--- config.mk ---
export PLATFORM = sky130hd
export DESIGN_NAME = id_ex_pipe_flat
export DESIGN_NICKNAME = d
export VERILOG_FILES = /design/src/rtl/pipe_pkg.sv /design/src/rtl/id_ex_pipe_if.sv /design/src/rtl/load_use_det.sv /design/src/rtl/id_ex_pipe.sv /design/src/flat_wrapper.sv
export SDC_FILE = /design/constraint.sdc
export NUM_CORES = 1
export LEC_CHECK = 0
export ABC_AREA = 1
export BUFFER_PORTS_ARGS = -buffer_cell sky130_fd_sc_hd__buf_4
export CAP_MARGIN = 10
export CORE_MARGIN = 1.5
export CORE_UTILIZATION = 29
export DETAILED_ROUTE_END_ITERATION = 10
export PLACE_DENSITY_LB_ADDON = 0.1
export SLEW_MARGIN = 20
export SYNTH_ARGS = -nofsm -noshare
export SYNTH_HDL_FRONTEND = slang
export SYNTH_HIERARCHICAL = 1
export SYNTH_SLANG_ARGS = --single-unit
--- constraint.sdc ---
create_clock -name clk -period 7.2 [get_ports clk]
set_input_delay 1.44 -clock clk [delete_from_list [all_inputs] [get_ports clk]]
set_output_delay 1.44 -clock clk [all_outputs]
set_load 0.05 [all_outputs]
--- src/rtl/pipe_pkg.sv ---
// Shared ID/EX types: opcodes, control bundle, operand-use decode.
package pipe_pkg;

  localparam logic [6:0] OP_LUI    = 7'b0110111;
  localparam logic [6:0] OP_AUIPC  = 7'b0010111;
  localparam logic [6:0] OP_JAL    = 7'b1101111;
  localparam logic [6:0] OP_OP     = 7'b0110011;
  localparam logic [6:0] OP_STORE  = 7'b0100011;
  localparam logic [6:0] OP_BRANCH = 7'b1100011;

  typedef struct packed {
    logic [3:0] alu_fun;
    logic [1:0] srca_sel;
    logic [2:0] srcb_sel;
    logic [1:0] rf_sel;
    logic       rf_we;
    logic       mem_we2;
    logic       mem_rden2;
  } ctrl_t;

  localparam ctrl_t CTRL_BUBBLE = '0;

  function automatic logic rs1_used(input logic [6:0] op);
    return !(op inside {OP_LUI, OP_AUIPC, OP_JAL});
  endfunction

  function automatic logic rs2_used(input logic [6:0] op);
    return op inside {OP_OP, OP_STORE, OP_BRANCH};
  endfunction

endpackage

--- src/rtl/id_ex_pipe_if.sv ---
// ID/EX boundary bundle: decode side in, execute side out.
interface id_ex_pipe_if #(
  parameter int XLEN = 32
);
  logic            id_valid;
  logic [6:0]      id_opcode;
  logic [2:0]      id_funct3;
  logic [4:0]      id_rd;
  logic [4:0]      id_rs1;
  logic [4:0]      id_rs2;
  logic [XLEN-1:0] id_pc;
  logic [XLEN-1:0] id_rs1_data;
  logic [XLEN-1:0] id_rs2_data;
  logic [XLEN-1:0] id_imm;
  logic [3:0]      id_alu_fun;
  logic [1:0]      id_srca_sel;
  logic [2:0]      id_srcb_sel;
  logic [1:0]      id_rf_sel;
  logic            id_rf_we;
  logic            id_mem_we2;
  logic            id_mem_rden2;

  logic            ex_valid;
  logic [6:0]      ex_opcode;
  logic [2:0]      ex_funct3;
  logic [4:0]      ex_rd;
  logic [4:0]      ex_rs1;
  logic [4:0]      ex_rs2;
  logic [XLEN-1:0] ex_pc;
  logic [XLEN-1:0] ex_rs1_data;
  logic [XLEN-1:0] ex_rs2_data;
  logic [XLEN-1:0] ex_imm;
  logic [3:0]      ex_alu_fun;
  logic [1:0]      ex_srca_sel;
  logic [2:0]      ex_srcb_sel;
  logic [1:0]      ex_rf_sel;
  logic            ex_rf_we;
  logic            ex_mem_we2;
  logic            ex_mem_rden2;

  logic            stall_in;
  logic            flush;
  logic            hz_stall;

  modport master (
    output id_valid, id_opcode, id_funct3,
    output id_rd, id_rs1, id_rs2,
    output id_pc, id_rs1_data, id_rs2_data, id_imm,
    output id_alu_fun, id_srca_sel, id_srcb_sel,
    output id_rf_sel, id_rf_we, id_mem_we2,
    output id_mem_rden2, stall_in, flush,
    input  ex_valid, ex_opcode, ex_funct3,
    input  ex_rd, ex_rs1, ex_rs2,
    input  ex_pc, ex_rs1_data, ex_rs2_data, ex_imm,
    input  ex_alu_fun, ex_srca_sel, ex_srcb_sel,
    input  ex_rf_sel, ex_rf_we, ex_mem_we2,
    input  ex_mem_rden2, hz_stall
  );

  modport slave (
    input  id_valid, id_opcode, id_funct3,
    input  id_rd, id_rs1, id_rs2,
    input  id_pc, id_rs1_data, id_rs2_data, id_imm,
    input  id_alu_fun, id_srca_sel, id_srcb_sel,
    input  id_rf_sel, id_rf_we, id_mem_we2,
    input  id_mem_rden2, stall_in, flush,
    output ex_valid, ex_opcode, ex_funct3,
    output ex_rd, ex_rs1, ex_rs2,
    output ex_pc, ex_rs1_data, ex_rs2_data, ex_imm,
    output ex_alu_fun, ex_srca_sel, ex_srcb_sel,
    output ex_rf_sel, ex_rf_we, ex_mem_we2,
    output ex_mem_rden2, hz_stall
  );
endinterface

--- src/rtl/load_use_det.sv ---
// Combinational load-use detector between a load in EX and
// a consumer in ID; x0 never matches.
module load_use_det
  import pipe_pkg::*;
(
  input  logic       rst,
  input  logic       flush,
  input  logic       id_valid,
  input  logic [6:0] id_opcode,
  input  logic [4:0] id_rs1,
  input  logic [4:0] id_rs2,
  input  logic       ex_valid,
  input  logic       ex_mem_rden2,
  input  logic [4:0] ex_rd,
  output logic       hz
);
  logic ld_in_ex;
  logic rs1_hit;
  logic rs2_hit;

  assign ld_in_ex = ex_valid & ex_mem_rden2
                  & (ex_rd != 5'd0);
  assign rs1_hit  = rs1_used(id_opcode)
                  & (id_rs1 == ex_rd);
  assign rs2_hit  = rs2_used(id_opcode)
                  & (id_rs2 == ex_rd);

  // A redirect kills the consumer anyway, so never stall on it.
  assign hz = ~rst & ~flush & id_valid & ld_in_ex
            & (rs1_hit | rs2_hit);
endmodule

--- src/rtl/id_ex_pipe.sv ---
// ID/EX pipeline register with flush, stall and bubble insertion.
// Define ID_EX_LOAD_USE_EN to enable internal load-use detection.
module id_ex_pipe
  import pipe_pkg::*;
#(
  parameter int XLEN = 32
) (
  input logic         clk,
  input logic         rst,
  id_ex_pipe_if.slave bus
);
  ctrl_t           id_ctrl;
  ctrl_t           ex_ctrl;
  logic            ex_valid;
  logic [6:0]      ex_opcode;
  logic [2:0]      ex_funct3;
  logic [4:0]      ex_rd;
  logic [4:0]      ex_rs1;
  logic [4:0]      ex_rs2;
  logic [XLEN-1:0] ex_pc;
  logic [XLEN-1:0] ex_rs1_data;
  logic [XLEN-1:0] ex_rs2_data;
  logic [XLEN-1:0] ex_imm;
  logic            load_use;
  logic            hold;
  logic            kill;

  assign id_ctrl = '{
    alu_fun:   bus.id_alu_fun,
    srca_sel:  bus.id_srca_sel,
    srcb_sel:  bus.id_srcb_sel,
    rf_sel:    bus.id_rf_sel,
    rf_we:     bus.id_rf_we,
    mem_we2:   bus.id_mem_we2,
    mem_rden2: bus.id_mem_rden2
  };

`ifdef ID_EX_LOAD_USE_EN
  load_use_det u_load_use_det (
    .rst          (rst),
    .flush        (bus.flush),
    .id_valid     (bus.id_valid),
    .id_opcode    (bus.id_opcode),
    .id_rs1       (bus.id_rs1),
    .id_rs2       (bus.id_rs2),
    .ex_valid     (ex_valid),
    .ex_mem_rden2 (ex_ctrl.mem_rden2),
    .ex_rd        (ex_rd),
    .hz           (load_use)
  );
`else
  assign load_use = 1'b0;
`endif

  assign bus.hz_stall = load_use;

  // flush beats stall; stall beats a bubble
  assign hold = bus.stall_in & ~bus.flush;
  assign kill = bus.flush | load_use | ~bus.id_valid;

  always_ff @(posedge clk or posedge rst) begin
    if (rst) begin
      ex_valid    <= 1'b0;
      ex_ctrl     <= CTRL_BUBBLE;
      ex_opcode   <= '0;
      ex_funct3   <= '0;
      ex_rd       <= '0;
      ex_rs1      <= '0;
      ex_rs2      <= '0;
      ex_pc       <= '0;
      ex_rs1_data <= '0;
      ex_rs2_data <= '0;
      ex_imm      <= '0;
    end else if (!hold) begin
      ex_valid    <= ~kill;
      ex_ctrl     <= kill ? CTRL_BUBBLE : id_ctrl;
      ex_opcode   <= bus.id_opcode;
      ex_funct3   <= bus.id_funct3;
      ex_rd       <= bus.id_rd;
      ex_rs1      <= bus.id_rs1;
      ex_rs2      <= bus.id_rs2;
      ex_pc       <= bus.id_pc;
      ex_rs1_data <= bus.id_rs1_data;
      ex_rs2_data <= bus.id_rs2_data;
      ex_imm      <= bus.id_imm;
    end
  end

  assign bus.ex_valid     = ex_valid;
  assign bus.ex_opcode    = ex_opcode;
  assign bus.ex_funct3    = ex_funct3;
  assign bus.ex_rd        = ex_rd;
  assign bus.ex_rs1       = ex_rs1;
  assign bus.ex_rs2       = ex_rs2;
  assign bus.ex_pc        = ex_pc;
  assign bus.ex_rs1_data  = ex_rs1_data;
  assign bus.ex_rs2_data  = ex_rs2_data;
  assign bus.ex_imm       = ex_imm;
  assign bus.ex_alu_fun   = ex_ctrl.alu_fun;
  assign bus.ex_srca_sel  = ex_ctrl.srca_sel;
  assign bus.ex_srcb_sel  = ex_ctrl.srcb_sel;
  assign bus.ex_rf_sel    = ex_ctrl.rf_sel;
  assign bus.ex_rf_we     = ex_ctrl.rf_we;
  assign bus.ex_mem_we2   = ex_ctrl.mem_we2;
  assign bus.ex_mem_rden2 = ex_ctrl.mem_rden2;
endmodule
--- src/flat_wrapper.sv ---
// flat-port wrapper written by rule: the top's interface ports become plain ports
module id_ex_pipe_flat import pipe_pkg::*;
#(
  parameter int XLEN = 32
)
  (clk, rst, bus_id_valid, bus_id_opcode, bus_id_funct3, bus_id_rd, bus_id_rs1, bus_id_rs2, bus_id_pc, bus_id_rs1_data, bus_id_rs2_data, bus_id_imm, bus_id_alu_fun, bus_id_srca_sel, bus_id_srcb_sel, bus_id_rf_sel, bus_id_rf_we, bus_id_mem_we2, bus_id_mem_rden2, bus_stall_in, bus_flush, bus_ex_valid, bus_ex_opcode, bus_ex_funct3, bus_ex_rd, bus_ex_rs1, bus_ex_rs2, bus_ex_pc, bus_ex_rs1_data, bus_ex_rs2_data, bus_ex_imm, bus_ex_alu_fun, bus_ex_srca_sel, bus_ex_srcb_sel, bus_ex_rf_sel, bus_ex_rf_we, bus_ex_mem_we2, bus_ex_mem_rden2, bus_hz_stall);
  id_ex_pipe_if #(.XLEN(XLEN)) bus_i ();
  input logic clk;
  input logic rst;
  input wire logic [$bits(bus_i.id_valid)-1:0] bus_id_valid;
  input wire logic [$bits(bus_i.id_opcode)-1:0] bus_id_opcode;
  input wire logic [$bits(bus_i.id_funct3)-1:0] bus_id_funct3;
  input wire logic [$bits(bus_i.id_rd)-1:0] bus_id_rd;
  input wire logic [$bits(bus_i.id_rs1)-1:0] bus_id_rs1;
  input wire logic [$bits(bus_i.id_rs2)-1:0] bus_id_rs2;
  input wire logic [$bits(bus_i.id_pc)-1:0] bus_id_pc;
  input wire logic [$bits(bus_i.id_rs1_data)-1:0] bus_id_rs1_data;
  input wire logic [$bits(bus_i.id_rs2_data)-1:0] bus_id_rs2_data;
  input wire logic [$bits(bus_i.id_imm)-1:0] bus_id_imm;
  input wire logic [$bits(bus_i.id_alu_fun)-1:0] bus_id_alu_fun;
  input wire logic [$bits(bus_i.id_srca_sel)-1:0] bus_id_srca_sel;
  input wire logic [$bits(bus_i.id_srcb_sel)-1:0] bus_id_srcb_sel;
  input wire logic [$bits(bus_i.id_rf_sel)-1:0] bus_id_rf_sel;
  input wire logic [$bits(bus_i.id_rf_we)-1:0] bus_id_rf_we;
  input wire logic [$bits(bus_i.id_mem_we2)-1:0] bus_id_mem_we2;
  input wire logic [$bits(bus_i.id_mem_rden2)-1:0] bus_id_mem_rden2;
  input wire logic [$bits(bus_i.stall_in)-1:0] bus_stall_in;
  input wire logic [$bits(bus_i.flush)-1:0] bus_flush;
  output wire logic [$bits(bus_i.ex_valid)-1:0] bus_ex_valid;
  output wire logic [$bits(bus_i.ex_opcode)-1:0] bus_ex_opcode;
  output wire logic [$bits(bus_i.ex_funct3)-1:0] bus_ex_funct3;
  output wire logic [$bits(bus_i.ex_rd)-1:0] bus_ex_rd;
  output wire logic [$bits(bus_i.ex_rs1)-1:0] bus_ex_rs1;
  output wire logic [$bits(bus_i.ex_rs2)-1:0] bus_ex_rs2;
  output wire logic [$bits(bus_i.ex_pc)-1:0] bus_ex_pc;
  output wire logic [$bits(bus_i.ex_rs1_data)-1:0] bus_ex_rs1_data;
  output wire logic [$bits(bus_i.ex_rs2_data)-1:0] bus_ex_rs2_data;
  output wire logic [$bits(bus_i.ex_imm)-1:0] bus_ex_imm;
  output wire logic [$bits(bus_i.ex_alu_fun)-1:0] bus_ex_alu_fun;
  output wire logic [$bits(bus_i.ex_srca_sel)-1:0] bus_ex_srca_sel;
  output wire logic [$bits(bus_i.ex_srcb_sel)-1:0] bus_ex_srcb_sel;
  output wire logic [$bits(bus_i.ex_rf_sel)-1:0] bus_ex_rf_sel;
  output wire logic [$bits(bus_i.ex_rf_we)-1:0] bus_ex_rf_we;
  output wire logic [$bits(bus_i.ex_mem_we2)-1:0] bus_ex_mem_we2;
  output wire logic [$bits(bus_i.ex_mem_rden2)-1:0] bus_ex_mem_rden2;
  output wire logic [$bits(bus_i.hz_stall)-1:0] bus_hz_stall;
  assign bus_i.id_valid = bus_id_valid;
  assign bus_i.id_opcode = bus_id_opcode;
  assign bus_i.id_funct3 = bus_id_funct3;
  assign bus_i.id_rd = bus_id_rd;
  assign bus_i.id_rs1 = bus_id_rs1;
  assign bus_i.id_rs2 = bus_id_rs2;
  assign bus_i.id_pc = bus_id_pc;
  assign bus_i.id_rs1_data = bus_id_rs1_data;
  assign bus_i.id_rs2_data = bus_id_rs2_data;
  assign bus_i.id_imm = bus_id_imm;
  assign bus_i.id_alu_fun = bus_id_alu_fun;
  assign bus_i.id_srca_sel = bus_id_srca_sel;
  assign bus_i.id_srcb_sel = bus_id_srcb_sel;
  assign bus_i.id_rf_sel = bus_id_rf_sel;
  assign bus_i.id_rf_we = bus_id_rf_we;
  assign bus_i.id_mem_we2 = bus_id_mem_we2;
  assign bus_i.id_mem_rden2 = bus_id_mem_rden2;
  assign bus_i.stall_in = bus_stall_in;
  assign bus_i.flush = bus_flush;
  assign bus_ex_valid = bus_i.ex_valid;
  assign bus_ex_opcode = bus_i.ex_opcode;
  assign bus_ex_funct3 = bus_i.ex_funct3;
  assign bus_ex_rd = bus_i.ex_rd;
  assign bus_ex_rs1 = bus_i.ex_rs1;
  assign bus_ex_rs2 = bus_i.ex_rs2;
  assign bus_ex_pc = bus_i.ex_pc;
  assign bus_ex_rs1_data = bus_i.ex_rs1_data;
  assign bus_ex_rs2_data = bus_i.ex_rs2_data;
  assign bus_ex_imm = bus_i.ex_imm;
  assign bus_ex_alu_fun = bus_i.ex_alu_fun;
  assign bus_ex_srca_sel = bus_i.ex_srca_sel;
  assign bus_ex_srcb_sel = bus_i.ex_srcb_sel;
  assign bus_ex_rf_sel = bus_i.ex_rf_sel;
  assign bus_ex_rf_we = bus_i.ex_rf_we;
  assign bus_ex_mem_we2 = bus_i.ex_mem_we2;
  assign bus_ex_mem_rden2 = bus_i.ex_mem_rden2;
  assign bus_hz_stall = bus_i.hz_stall;
  id_ex_pipe #(.XLEN(XLEN)) u_core (.clk(clk), .rst(rst), .bus(bus_i));
endmodule
==> run metrics <==
outcome=completed; Synth top area share=66.0%; Root Buffer=clkbuf_16; Slew HR=38.1%; total power=2.53 mW; CTS Sinks=168; Mapped Avg Cell Area=8.89 sq um; Critical Path Start=bus_flush; synth top area cells=dfrtp_1 (66%), nand2_1 (29%), nand4_1 (1.4%), buf_4 (1.3%), buf_2 (1.3%); clk slew on worst S/H paths=70 ps; Seq/Total Area, Yosys=66.0%; RSZ-0062 raised after global routing=false; # fillers=2,194; post-CTS setup buffer count=0; share of layout cells above drive strength 1=35.7%; DRC=0; initial antenna violation count=0; htree depth=4; CTS Buf Count=17; Leakage=5.43 nW; part of the power in combinational logic=23.9%; Net Sw Power=0.845 mW; Die X=151 um; Worst Tran Pin Value=929 ps; vias in the first global route=5,417; CTS resizes=0; Die ar.=22,800 sq um; Placer Congestion=0.769; synthesized cell area=6370 sq um; routed length on met1=7770 um; largest net degree at the start of global routing=101; Post-Synth Adder-Cell Area=0%; Worst R2R Setup Slack=6550 ps; routed vias/inst=4.21; GR Overflow Total=0; Worst setup SP type=input port; Final Cycle Share=48.2%; Die Ht=151 um; CP Class=input port to flop; Synth area leader=dfrtp_1; Top Layer Used=met4; final worst clock skew=0 ps; FP Rows=54; Post-Synthesis Cells=716; worst r2r path cells=2; Clock Tree Buf Depth=2; #FFs+latches synth=168; final total negative setup slack=0 ps; synth-to-layout area growth=51.5%; Starting Density=29.4%; Int Power=1.69 mW; Final setup viols=0; fin nets=1,212; R2R Path Start=u_core/bus.ex_srcb_sel[0]; Post-Synth XOR/XNOR Area=0%; via count=5,603; post-synthesis simple-gate area fraction=30.5%; CP Data Required Time=7560 ps; IO Count=341; All-Layer GR Usage=16.6%; Detail Route Antenna Nets=0; clock share of power=34.3%; Hold WS=472 ps; maximum VDD drop=0.151 mV; PD cells=263 nW/um^2; wire length on met2=9130 um; Cell variety after synth=11; WL met3=2010 um; Pins Over Slew Limit=0; PortBufs=339; sw frac=33.4%; main combinational cell family by area after synthesis=simple AND/OR/NAND/NOR gates; Crit. End Element=flop; DP HPWL=13,400 um; share of power burned in registers=41.8%; wire per inst=14.4 um; Post-Route WL=19,200 um; CTS Hold Buffers Added=0; first-pass GRT wire length=29,000 um; min cycle time layout=3470 ps; core area=21,700 sq um; multiplexer share of the synthesized area=0%; Crit Reg-Reg Endpoint=u_core/bus.ex_srcb_sel[0]; top achievable clock speed=0.288 GHz; Max-Cap Viols=0; Final Hold Vio Count=0; complex-gate fraction of the synthesized area=0%; final core occ=44.5%; Pre-antenna DRT Iters=4; worst-path fanout max=76; CP endpoint=u_core/bus.ex_imm[30]; Clk Latency, worst-skew pair=410 ps; syn_nets=888; synth warn=6; hold crit path type=flop to flop; CP arrival=3830 ps; Inserted Diodes=0; CTS tree=built; initial drt markers=162
-- area by class of cell --
class,instances,area [sq um],area share (%)
Clock buffer,19,433,4.49
Clock inverter,12,119,1.23
Inverter,4,22.5,0.233
Multi-Input combinational cell,506,1940,20.1
Sequential cell,168,4200,43.6
Tap cell,280,350,3.63
Timing Repair Buffer,343,2570,26.7
-- layout by cell type, fill, tap and decap left out, drive strengths merged --
master / instances
nand2: 490
conb: 1
clkbuf: 19
clkinv: 2
bufinv: 1
nand4: 14
nand3: 1
buf: 343
dfrtp: 168
clkinvlp: 5
inv: 8
-- power groups by stage --
stage | logic [mW] | registers (mW) | clock network (mW)
floorplan | 0.110 | 1.34 | 0
global placement | 0.613 | 1.08 | 0
detailed placement | 0.614 | 1.08 | 0
CTS | 0.614 | 1.06 | 0.902
global route | 0.645 | 1.07 | 0.934
finish | 0.605 | 1.06 | 0.868
-- critical path, cell delays in order --
cell	delay (ps)
buf_4	110
inv_2	200
nand2_4	480
inv_4	580
buf_4	670
nand2_1	130
nand2_1	90
-- per-stage QoR --
step	cells	area [sq um]	worst slack, ps
2_1_floorplan	716	6370	1210
3_3_place_gp	1301	9090	3250
3_5_place_dp	1301	9090	3280
4_1_cts	1332	9650	3730
5_1_grt	1332	9650	3490
6_report	1332	9650	3730
-- worst min-delay path by stage --
stage / start / endpoint / cells past startpoint
finish: u_core/bus.ex_pc[29] / u_core/bus.ex_pc[29] / 2
global route: u_core/bus.ex_pc[12] / u_core/bus.ex_pc[12] / 2
CTS: u_core/bus.ex_rs2[0] / u_core/bus.ex_rs2[0] / 2
detailed placement: u_core/bus.ex_rd[3] / u_core/bus.ex_rd[3] / 2
global placement: u_core/bus.ex_imm[19] / u_core/bus.ex_imm[19] / 2
floorplan: u_core/bus.ex_rs1_data[0] / u_core/bus.ex_rs1_data[0] / 2
-- kinds of logic (layout without fill, tap and decap cells) --
group | Yosys count | in the layout
simple gates | 505 | 505
flops | 168 | 168
buf+inv | 42 | 378
other cells | 1 | 1
-- per-layer routing --
layer / vias to the layer above / track usage, %
met3: 14 / 7.59
met2: 206 / 26.6
met4: 0 / 5.29
met1: 2570 / 20.0
li1: 2813 / -
met5: - / 0
-- flip-flops by register name (all words and copies together), names as in the netlist, 3 cells and up --
signal / flops
u_core/bus.ex_imm: 32
u_core/bus.ex_pc: 32
u_core/bus.ex_rs1_data: 32
u_core/bus.ex_rs2_data: 32
u_core/bus.ex_opcode: 7
u_core/bus.ex_rd: 5
u_core/bus.ex_rs1: 5
u_core/bus.ex_rs2: 5
u_core/bus.ex_alu_fun: 4
u_core/bus.ex_funct3: 3
u_core/bus.ex_srcb_sel: 3
-- cells in the mapped netlist --
cell type / instances
nand2_1: 489
dfrtp_1: 168
buf_2: 16
nand4_1: 14
buf_4: 11
clkbuf_1: 11
inv_1: 2
inv_2: 2
conb_1: 1
nand2_4: 1
nand3_1: 1
(Power assumes the default switching activity.)
